$ cat config.mk
export PLATFORM = sky130hd
export DESIGN_NAME = iob_dma_sched
export DESIGN_NICKNAME = d
export VERILOG_FILES = /design/src/rtl/iob_dma_sched.sv
export SDC_FILE = /design/constraint.sdc
export NUM_CORES = 1
export LEC_CHECK = 0
export BUFFER_PORTS_ARGS = -buffer_cell sky130_fd_sc_hd__buf_2
export CAP_MARGIN = 25
export CORE_MARGIN = 2
export CORE_UTILIZATION = 49
export DETAILED_ROUTE_END_ITERATION = 8
export PLACE_DENSITY = 0.77
export SLEW_MARGIN = 15
export SYNTH_ARGS = -nofsm -noshare
export SYNTH_HDL_FRONTEND = slang
export SYNTH_SLANG_ARGS = --single-unit
$ cat constraint.sdc
create_clock -name clk_i -period 3.2 [get_ports clk_i]
set_clock_uncertainty 0.1 [all_clocks]
set_input_delay 0.48 -clock clk_i [delete_from_list [all_inputs] [get_ports clk_i]]
set_output_delay 0.48 -clock clk_i [all_outputs]
set_load 0.01 [all_outputs]
$ cat src/rtl/iob_dma_sched.sv
// -----------------------------------------------------------------------------
// iob_dma_sched
//   Transfer scheduler sitting in front of the DMA engine. Picks one of N_REQ
//   requesters round-robin, captures its descriptor, hands it to the engine
//   with a single start pulse, then counts engine beats until the transfer
//   completes (done) or the beat stream goes quiet for too long (timeout).
//
// Ports
//   clk_i, rst_n_i   clock, synchronous active-low reset
//   cke_i            clock enable; low freezes every register (pulses stretch)
//   req_i            per-requester transfer request
//   req_addr_i       packed base addresses, slice k = requester k
//   req_len_i        packed word counts
//   req_dir_i        1 = AXIS->memory, 0 = memory->AXIS
//   req_if_i         packed AXIS interface selects
//   gnt_o            one-hot grant, held from capture until the done/err cycle
//   done_o, err_o    1-cycle completion / timeout pulse to the owner
//   busy_o           scheduler not idle
//   dma_*_o          captured descriptor presented to the engine
//   dma_start_o      1-cycle start pulse
//   dma_rdy_i        engine able to accept a new configuration
//   dma_beat_i       one pulse per word moved by the engine
//   state_dbg_o      current FSM state encoding, for observation only
//
// Engine handshake: the descriptor on dma_*_o is stable from grant until the
// next grant. dma_start_o rises in the cycle after dma_rdy_i is sampled high
// in WAIT_RDY and lasts one enabled cycle; the engine must not need rdy to
// stay high afterwards. dma_beat_i is only counted while in RUN.
// -----------------------------------------------------------------------------
module iob_dma_sched #(
  parameter int N_REQ     = 4,
  parameter int ADDR_W    = 32,
  parameter int LEN_W     = 32,
  parameter int IF_W      = 1,
  parameter int TIMEOUT_W = 16
) (
  input  logic                    clk_i,
  input  logic                    rst_n_i,
  input  logic                    cke_i,
  input  logic [N_REQ-1:0]        req_i,
  input  logic [N_REQ*ADDR_W-1:0] req_addr_i,
  input  logic [N_REQ*LEN_W-1:0]  req_len_i,
  input  logic [N_REQ-1:0]        req_dir_i,
  input  logic [N_REQ*IF_W-1:0]   req_if_i,
  output logic [N_REQ-1:0]        gnt_o,
  output logic [N_REQ-1:0]        done_o,
  output logic [N_REQ-1:0]        err_o,
  output logic                    busy_o,
  output logic [ADDR_W-1:0]       dma_addr_o,
  output logic [LEN_W-1:0]        dma_len_o,
  output logic                    dma_dir_o,
  output logic [IF_W-1:0]         dma_if_o,
  output logic                    dma_start_o,
  input  logic                    dma_rdy_i,
  input  logic                    dma_beat_i,
  output logic [2:0]              state_dbg_o
);

  localparam int PTR_W = (N_REQ > 1) ? $clog2(N_REQ) : 1;

  typedef enum logic [2:0] {
    S_IDLE     = 3'd0,
    S_WAIT_RDY = 3'd1,
    S_RUN      = 3'd2,
    S_DONE     = 3'd3,
    S_ERR      = 3'd4
  } state_e;

  state_e                 state_q,    state_d;
  logic [N_REQ-1:0]       gnt_q,      gnt_d;
  logic [N_REQ-1:0]       done_q,     done_d;
  logic [N_REQ-1:0]       err_q,      err_d;
  logic [PTR_W-1:0]       ptr_q,      ptr_d;
  logic [PTR_W-1:0]       own_q,      own_d;
  logic [ADDR_W-1:0]      addr_q,     addr_d;
  logic [LEN_W-1:0]       len_q,      len_d;
  logic                   dir_q,      dir_d;
  logic [IF_W-1:0]        if_q,       if_d;
  logic                   start_q,    start_d;
  logic [LEN_W-1:0]       beat_cnt_q, beat_cnt_d;
  logic [TIMEOUT_W-1:0]   tmo_cnt_q,  tmo_cnt_d;

  // Round-robin search: first set request at or after ptr_q, wrapping.
  logic                   win_found;
  logic [PTR_W-1:0]       win_idx;
  logic [PTR_W-1:0]       cand;

  always_comb begin
    win_found = 1'b0;
    win_idx   = '0;
    cand      = '0;
    for (int i = 0; i < N_REQ; i++) begin
      cand = PTR_W'((int'(ptr_q) + i) % N_REQ);
      if (!win_found && req_i[cand]) begin
        win_found = 1'b1;
        win_idx   = cand;
      end
    end
  end

  // Descriptor mux for the winning requester.
  logic [N_REQ-1:0]  sel_oh;
  logic [ADDR_W-1:0] sel_addr;
  logic [LEN_W-1:0]  sel_len;
  logic              sel_dir;
  logic [IF_W-1:0]   sel_if;

  always_comb begin
    sel_oh   = '0;
    sel_addr = '0;
    sel_len  = '0;
    sel_dir  = 1'b0;
    sel_if   = '0;
    for (int k = 0; k < N_REQ; k++) begin
      if (win_idx == PTR_W'(k)) begin
        sel_oh[k] = 1'b1;
        sel_addr  = req_addr_i[k*ADDR_W +: ADDR_W];
        sel_len   = req_len_i[k*LEN_W +: LEN_W];
        sel_dir   = req_dir_i[k];
        sel_if    = req_if_i[k*IF_W +: IF_W];
      end
    end
  end

  // Pointer moves past the owner so an immediate re-request loses to others.
  logic [PTR_W-1:0] own_next;
  assign own_next = (own_q == PTR_W'(N_REQ - 1)) ? '0 : own_q + PTR_W'(1);

  always_comb begin
    state_d    = state_q;
    gnt_d      = gnt_q;
    done_d     = '0;
    err_d      = '0;
    ptr_d      = ptr_q;
    own_d      = own_q;
    addr_d     = addr_q;
    len_d      = len_q;
    dir_d      = dir_q;
    if_d       = if_q;
    start_d    = 1'b0;
    beat_cnt_d = beat_cnt_q;
    tmo_cnt_d  = tmo_cnt_q;

    case (state_q)
      S_IDLE: begin
        if (win_found) begin
          gnt_d  = sel_oh;
          own_d  = win_idx;
          addr_d = sel_addr;
          len_d  = sel_len;
          dir_d  = sel_dir;
          if_d   = sel_if;
          // A zero-length descriptor completes without bothering the engine.
          state_d = (sel_len == '0) ? S_DONE : S_WAIT_RDY;
        end
      end

      S_WAIT_RDY: begin
        if (dma_rdy_i) begin
          start_d    = 1'b1;
          beat_cnt_d = '0;
          tmo_cnt_d  = '0;
          state_d    = S_RUN;
        end
      end

      S_RUN: begin
        // A beat always takes precedence over an expiring timeout.
        if (dma_beat_i) begin
          beat_cnt_d = beat_cnt_q + LEN_W'(1);
          tmo_cnt_d  = '0;
          if (beat_cnt_q + LEN_W'(1) == len_q) begin
            state_d = S_DONE;
          end
        end else if (tmo_cnt_q == '1) begin
          state_d = S_ERR;
        end else begin
          tmo_cnt_d = tmo_cnt_q + TIMEOUT_W'(1);
        end
      end

      S_DONE: begin
        done_d  = gnt_q;
        gnt_d   = '0;
        ptr_d   = own_next;
        state_d = S_IDLE;
      end

      S_ERR: begin
        err_d   = gnt_q;
        gnt_d   = '0;
        ptr_d   = own_next;
        state_d = S_IDLE;
      end

      default: begin
        gnt_d   = '0;
        state_d = S_IDLE;
      end
    endcase
  end

  always_ff @(posedge clk_i) begin
    if (!rst_n_i) begin
      state_q    <= S_IDLE;
      gnt_q      <= '0;
      done_q     <= '0;
      err_q      <= '0;
      ptr_q      <= '0;
      own_q      <= '0;
      addr_q     <= '0;
      len_q      <= '0;
      dir_q      <= 1'b0;
      if_q       <= '0;
      start_q    <= 1'b0;
      beat_cnt_q <= '0;
      tmo_cnt_q  <= '0;
    end else if (cke_i) begin
      state_q    <= state_d;
      gnt_q      <= gnt_d;
      done_q     <= done_d;
      err_q      <= err_d;
      ptr_q      <= ptr_d;
      own_q      <= own_d;
      addr_q     <= addr_d;
      len_q      <= len_d;
      dir_q      <= dir_d;
      if_q       <= if_d;
      start_q    <= start_d;
      beat_cnt_q <= beat_cnt_d;
      tmo_cnt_q  <= tmo_cnt_d;
    end
  end

  assign gnt_o       = gnt_q;
  assign done_o      = done_q;
  assign err_o       = err_q;
  assign busy_o      = (state_q != S_IDLE);
  assign dma_addr_o  = addr_q;
  assign dma_len_o   = len_q;
  assign dma_dir_o   = dir_q;
  assign dma_if_o    = if_q;
  assign dma_start_o = start_q;
  assign state_dbg_o = state_q;

endmodule

# Word-level counts from Yosys, hierarchy flattened
# Cells that the tools add are included.
[op_classes]
add_sub_neg = 6
magnitude_cmp = 4
eq_ne = 16
n_mux = 57
bitwise_logic = 1
reduce_logical = 19
[op_table]
columns = ["op", "count"]
rows = [
  ["$mux W32", 10],
  ["$pmux W32 S2", 1],
  ["$mux W16", 3],
  ["$add A32 B1 Y32 const B", 1],
  ["$eq A32 B32 Y1", 1],
  ["$logic_not A32 Y1", 1],
  ["$pmux W16 S2", 1],
  ["$mux W1", 22],
  ["$add A16 B1 Y16 const B", 1],
  ["$eq A16 B16 Y1 const B", 1],
  ["$mux W3", 5],
  ["$lt A2 B3 Y1 const B", 4],
  ["$mux W2", 6],
  ["$mux W4", 3],
  ["$ne A3 B3 Y1 const B", 3],
  ["$pmux W3 S3", 1],
  ["$bmux W1 S2", 4],
  ["$pmux W4 S2", 1],
  ["$reduce_and A4 Y1", 2],
  ["$eq A2 B2 Y1 const B", 3],
  ["$eq A3 B2 Y1 const B", 2],
  ["$ne A2 B2 Y1 const B", 3],
  ["$reduce_and A3 Y1", 2],
  ["$reduce_and A5 Y1", 1],
  ["14 further kinds", 21],
]
[totals]
register_bits = 134
in_bits = 273
output_inout_bits = 83
word_cells = 116

# Longest topological paths before layout
[logic_depth]
word_depth = 21
mapped_depth = 13
depth_no_buf = 10

# Least setup slack after synthesis
# No wires, ideal clock.
[synth_timing]
path_type = "flip-flop to flip-flop"
startpoint = "register beat_cnt_q[0]"
endpoint = "register state_q[2] (netlist: state_dbg_o[2])"
setup_time_ps = 115
arrival_ps = 2594
t_required_ps = 2985
slack_ps = 391
path_stages_with_launch = 12
n_path_buf = 1
period_less_slack_ps = 2809
cell_sequence = "dfxtp_1 -> ha_1 -> and4_1 -> buf_6 -> nand4_4 -> or4_1 -> a21o_1 -> o21ai_1 -> o2111ai_1 -> or3_1 -> and3_1 -> o21a_1"
[synth_between]
elab_chain_len = 4
[synth_rtl]
columns = ["item", "line_no", "text"]
rows = [
  ["start: declaration", "80", "logic [LEN_W-1:0] beat_cnt_q, beat_cnt_d;"],
  ["start signal: assignment", "230", "beat_cnt_q <= beat_cnt_d;"],
  ["$add A32 B1 Y32", "172", "if (beat_cnt_q + LEN_W'(1) == len_q) begin"],
  ["$eq A32 B32 Y1", "172", ""],
  ["$ne A3 B3 Y1 (no source line)", "-", ""],
  ["$reduce_and A5 Y1 (no source line)", "-", ""],
  ["end signal: assignment", "219", "state_q <= state_d;"],
  ["end: declaration", "69", "state_e state_q, state_d;"],
]
# Every way passes these cells.
# A chain may end at the register's enable or synchronous reset.

# Final worst setup path
[layout_timing]
startpoint = "register ptr_q[1]"
endpoint = "register state_q[1] (netlist: state_dbg_o[1])"
[layout_between]
elab_chain_len = 21
elab_cells_between_ends = 39
cone_classes = "add/sub: 3; eq/ne: 4; mux: 23; reduce/logical: 9"
[layout_rtl]
columns = ["item", "line_no", "text"]
rows = [
  ["start: declaration", "73", "logic [PTR_W-1:0] ptr_q, ptr_d;"],
  ["start signal: assignment", "223", "ptr_q <= ptr_d;"],
  ["parallel branches: the longest is 21 deep, another holds $add A2 B1 Y2", "-", ""],
]
# Parallel ways; which one is timed is not known. The select of a mux whose other input is x is not followed.

==> results.cfg <==
[timing]
fin_ws_ns = 0.0688
timing.fmax_mhz = 319
final-hold-violation-count = 0
grt_setup_unrepaired = no
fin_crit_sh_pct = 97.9
tns_ns = 0
max-slew-margin-rel_pct = 53.6
fin_crit_ns = 3.13
worstMarginPinSlew_ns = 0.686
holdWs_ns = 0.254
setup_viol = 0
finalMaxSlewViolations = 0

[synth]
synth_nets = 1474
syn_inst = 1198
ys.flop_type = dfxtp_1
synth_area_leaders = dfxtp_1, nand2_1, mux2i_1
ys_seq_elements = 134
yosysTopAreaCell = dfxtp_1
yosysSeqAreaShare_pct = 31.1
yosysMostFrequentCell = nand2_1
synthesis.area_um2 = 8640
ys_types = 71
synth_commonest_cells = nand2_1, nand3_1, dfxtp_1, a21oi_1, mux2i_1
syn_avg_cell_area_um2 = 7.21
synth_edf_count = 0
synth_top_area_share_pct = 31.1
yosysWarnings = 0
async_flop_share_pct = 0

[route]
wl_met3_um = 2700
dr_wl_met2_um = 16000
vias = 10300
wl_per_cell_um = 18.6
met1_length_um = 12900
top_layer = met4
postRouteAntennaNets = 0
drc = 0
firstDrtPassIters = 6
first_iter_violations = 871
viasPerCell = 5.74
routed_wl_um = 33300

[pwr]
p_switching_mw = 1.46
p_clk_share_pct = 39.9
pwr-share-seq_pct = 38.1
combPwrFrac_pct = 22.0
vdd.ir_drop.worst_mv = 0.460
p_per_area_nw_per_um2 = 431
swShare_pct = 29.7
p_leak_nw = 5.17
power.internal_mw = 3.44
total_power_mw = 4.90

[place]
gp_congestion = 0.966
placed_cell_area_um2 = 10700
portBuffers = 355
dp_slack_ns = -0.130
dp_cells = 1738
place_hpwl_um = 25400

[worst_hold_path]
hold_depth = 2
hp-class = input port to flop

[worst_setup_path]
startpoint = ptr_q[1]$_SDFFE_PN0P_
cp-endpoint = state_dbg_o[1]$_SDFFE_PN0P_
rr_worst_depth = 10
cp_common_cell = mux2i_1
crit_slowest_cell = and2_4
r2r_setup_slack_ns = 0.07
crit_fanout = 18
end_kind = flop
start_kind = flop
worstPathArrival_ns = 3.37
r2r_end = state_dbg_o[1]$_SDFFE_PN0P_
crit_chain = and2_1 -> o221ai_2 -> and2_4 -> buf_12 -> mux2i_1 -> mux2i_1 -> nor4_1 -> nand4_1 -> o31a_1 -> o211ai_1
cp.required_ns = 3.44
critPathKind = flop to flop
r2r-start = ptr_q[1]$_SDFFE_PN0P_
critPathMaxStageDelay_ns = 0.38

[job]
cap_violations = 0

[clock_tree]
root_buffer = clkbuf_16
clk_path_buf_depth = 2
clk_latency_ns = 0.42
cts_hold_buf = 0
clkSinkCount = 134
numCtsBuffers = 17
cts_tree = done
cts_max_level = 4
path_clk_slew_ns = 0.06

[grt]
grt_max_degree = 67
grt_usage_pct = 34.9
grt_pass1_vias = 9442
antenna_found_initial = 12
grt_overflow = 0
grt_pass1_wl_um = 50000

[final_layout]
final_cell_area_um2 = 11400
area_delta_synth_final_pct = 31.6
fill_cells = 1594
fin_util_pct = 65.9
finalNetCount = 1812
regArea_um2 = 2680
fin_cells = 1787
post_route_cells_drive_above_1_share_pct = 30.2
multiInputGateArea_um2 = 5530

[floorplan]
ioPinCount = 356
die-height_um = 137
rows = 48
start_util_pct = 50.1
dieArea_um2 = 18700
core-area_um2 = 17200
die_x_um = 137

[outcome]
status = finished clean
## kinds of logic after synthesis
family                   share of synthesized area (%)
flip-flops                                        31.1
AND/OR/NAND/NOR                                   33.0
multiplexers                                      10.5
buffers and inverters                             5.45
AO/OA/AOI/OAI                                     14.1
adder cells (fa/ha/maj)                          0.435
XOR/XNOR                                          5.48
## area by class of cell
cell class	instances	share of cell area (%)
repair buffers	407	19.4
multi-input cells	963	48.6
flip-flops and latches	134	23.6
inverters	13	0.429
clock inverters	8	0.848
clock buffers	24	4.33
well taps	225	2.48
diodes	13	0.286
## how the worst min path moves through the flow
stage / from / end
final: rst_n_i / state_dbg_o[2]$_SDFFE_PN0P_
after CTS: rst_n_i / state_dbg_o[2]$_SDFFE_PN0P_
after detailed placement: dma_addr_o[31]$_SDFFE_PN0P_ / dma_addr_o[31]$_SDFFE_PN0P_
after global routing: rst_n_i / state_dbg_o[2]$_SDFFE_PN0P_
after floorplan: own_q[0]$_SDFFE_PN0P_ / own_q[0]$_SDFFE_PN0P_
after global placement: dma_addr_o[11]$_SDFFE_PN0P_ / dma_addr_o[11]$_SDFFE_PN0P_
## layout by cell type, fill, tap and decap left out, drive strengths merged, types with 6 or more instances in the layout
cell type  netlist  layout
nor2            71      71
nor4            22      22
o31ai           14      14
nand2          289     289
or3              9       9
diode            0      13
dfxtp          134     134
nor3            15      15
nand3          138     138
mux2i           85      85
and3             7       7
nand4           22      22
o21ai           48      48
xnor2           30      30
a22oi            8       8
xor2            24      24
inv             12      13
buf             31     407
and2             8       9
a21oi           98      98
clkbuf          58      24
and4             6       6
## power by group through the flow
stage	Clock, mW	Combinational [mW]	Sequential (mW)
finish	1.96	1.08	1.86
global route	2.05	1.18	1.87
CTS	1.97	1.06	1.86
detailed placement	0	1.06	1.89
global placement	0	1.04	1.89
floorplan	0	0.574	1.89
## critical path: cells and delay by family (launching register included)
kind / cells / cell delay [ns]
AO/OA/AOI/OAI: 3 / 0.88
buffers and inverters: 1 / 0.22
flip-flops: 1 / 0.37
multiplexers: 2 / 0.36
AND/OR/NAND/NOR: 4 / 1.10
## sequential cells by signal (all words and copies together) (netlist names)
name / count
dma_dir_o: 1
dma_len_o: 32
err_o: 4
dma_addr_o: 32
gnt_o: 4
state_dbg_o: 3
done_o: 4
beat_cnt_q: 32
own_q: 2
dma_if_o: 1
dma_start_o: 1
tmo_cnt_q: 16
ptr_q: 2
## repair_timing
| action | CTS | global route |
|---|---|---|
| setup buffers | 0 | 3 |
| endpoints found under the setup margin | 0 | 2 |
| resized for setup | 0 | 5 |
## routing by layer
metal  vias to the layer above  global-route usage [%]
met5                         -                       0
met4                         0                    19.3
met3                        90                    7.15
met2                       477                    56.6
met1                      4809                    43.2
li1                       4888                       -
Note: power is estimated with default switching activity, not from simulation.
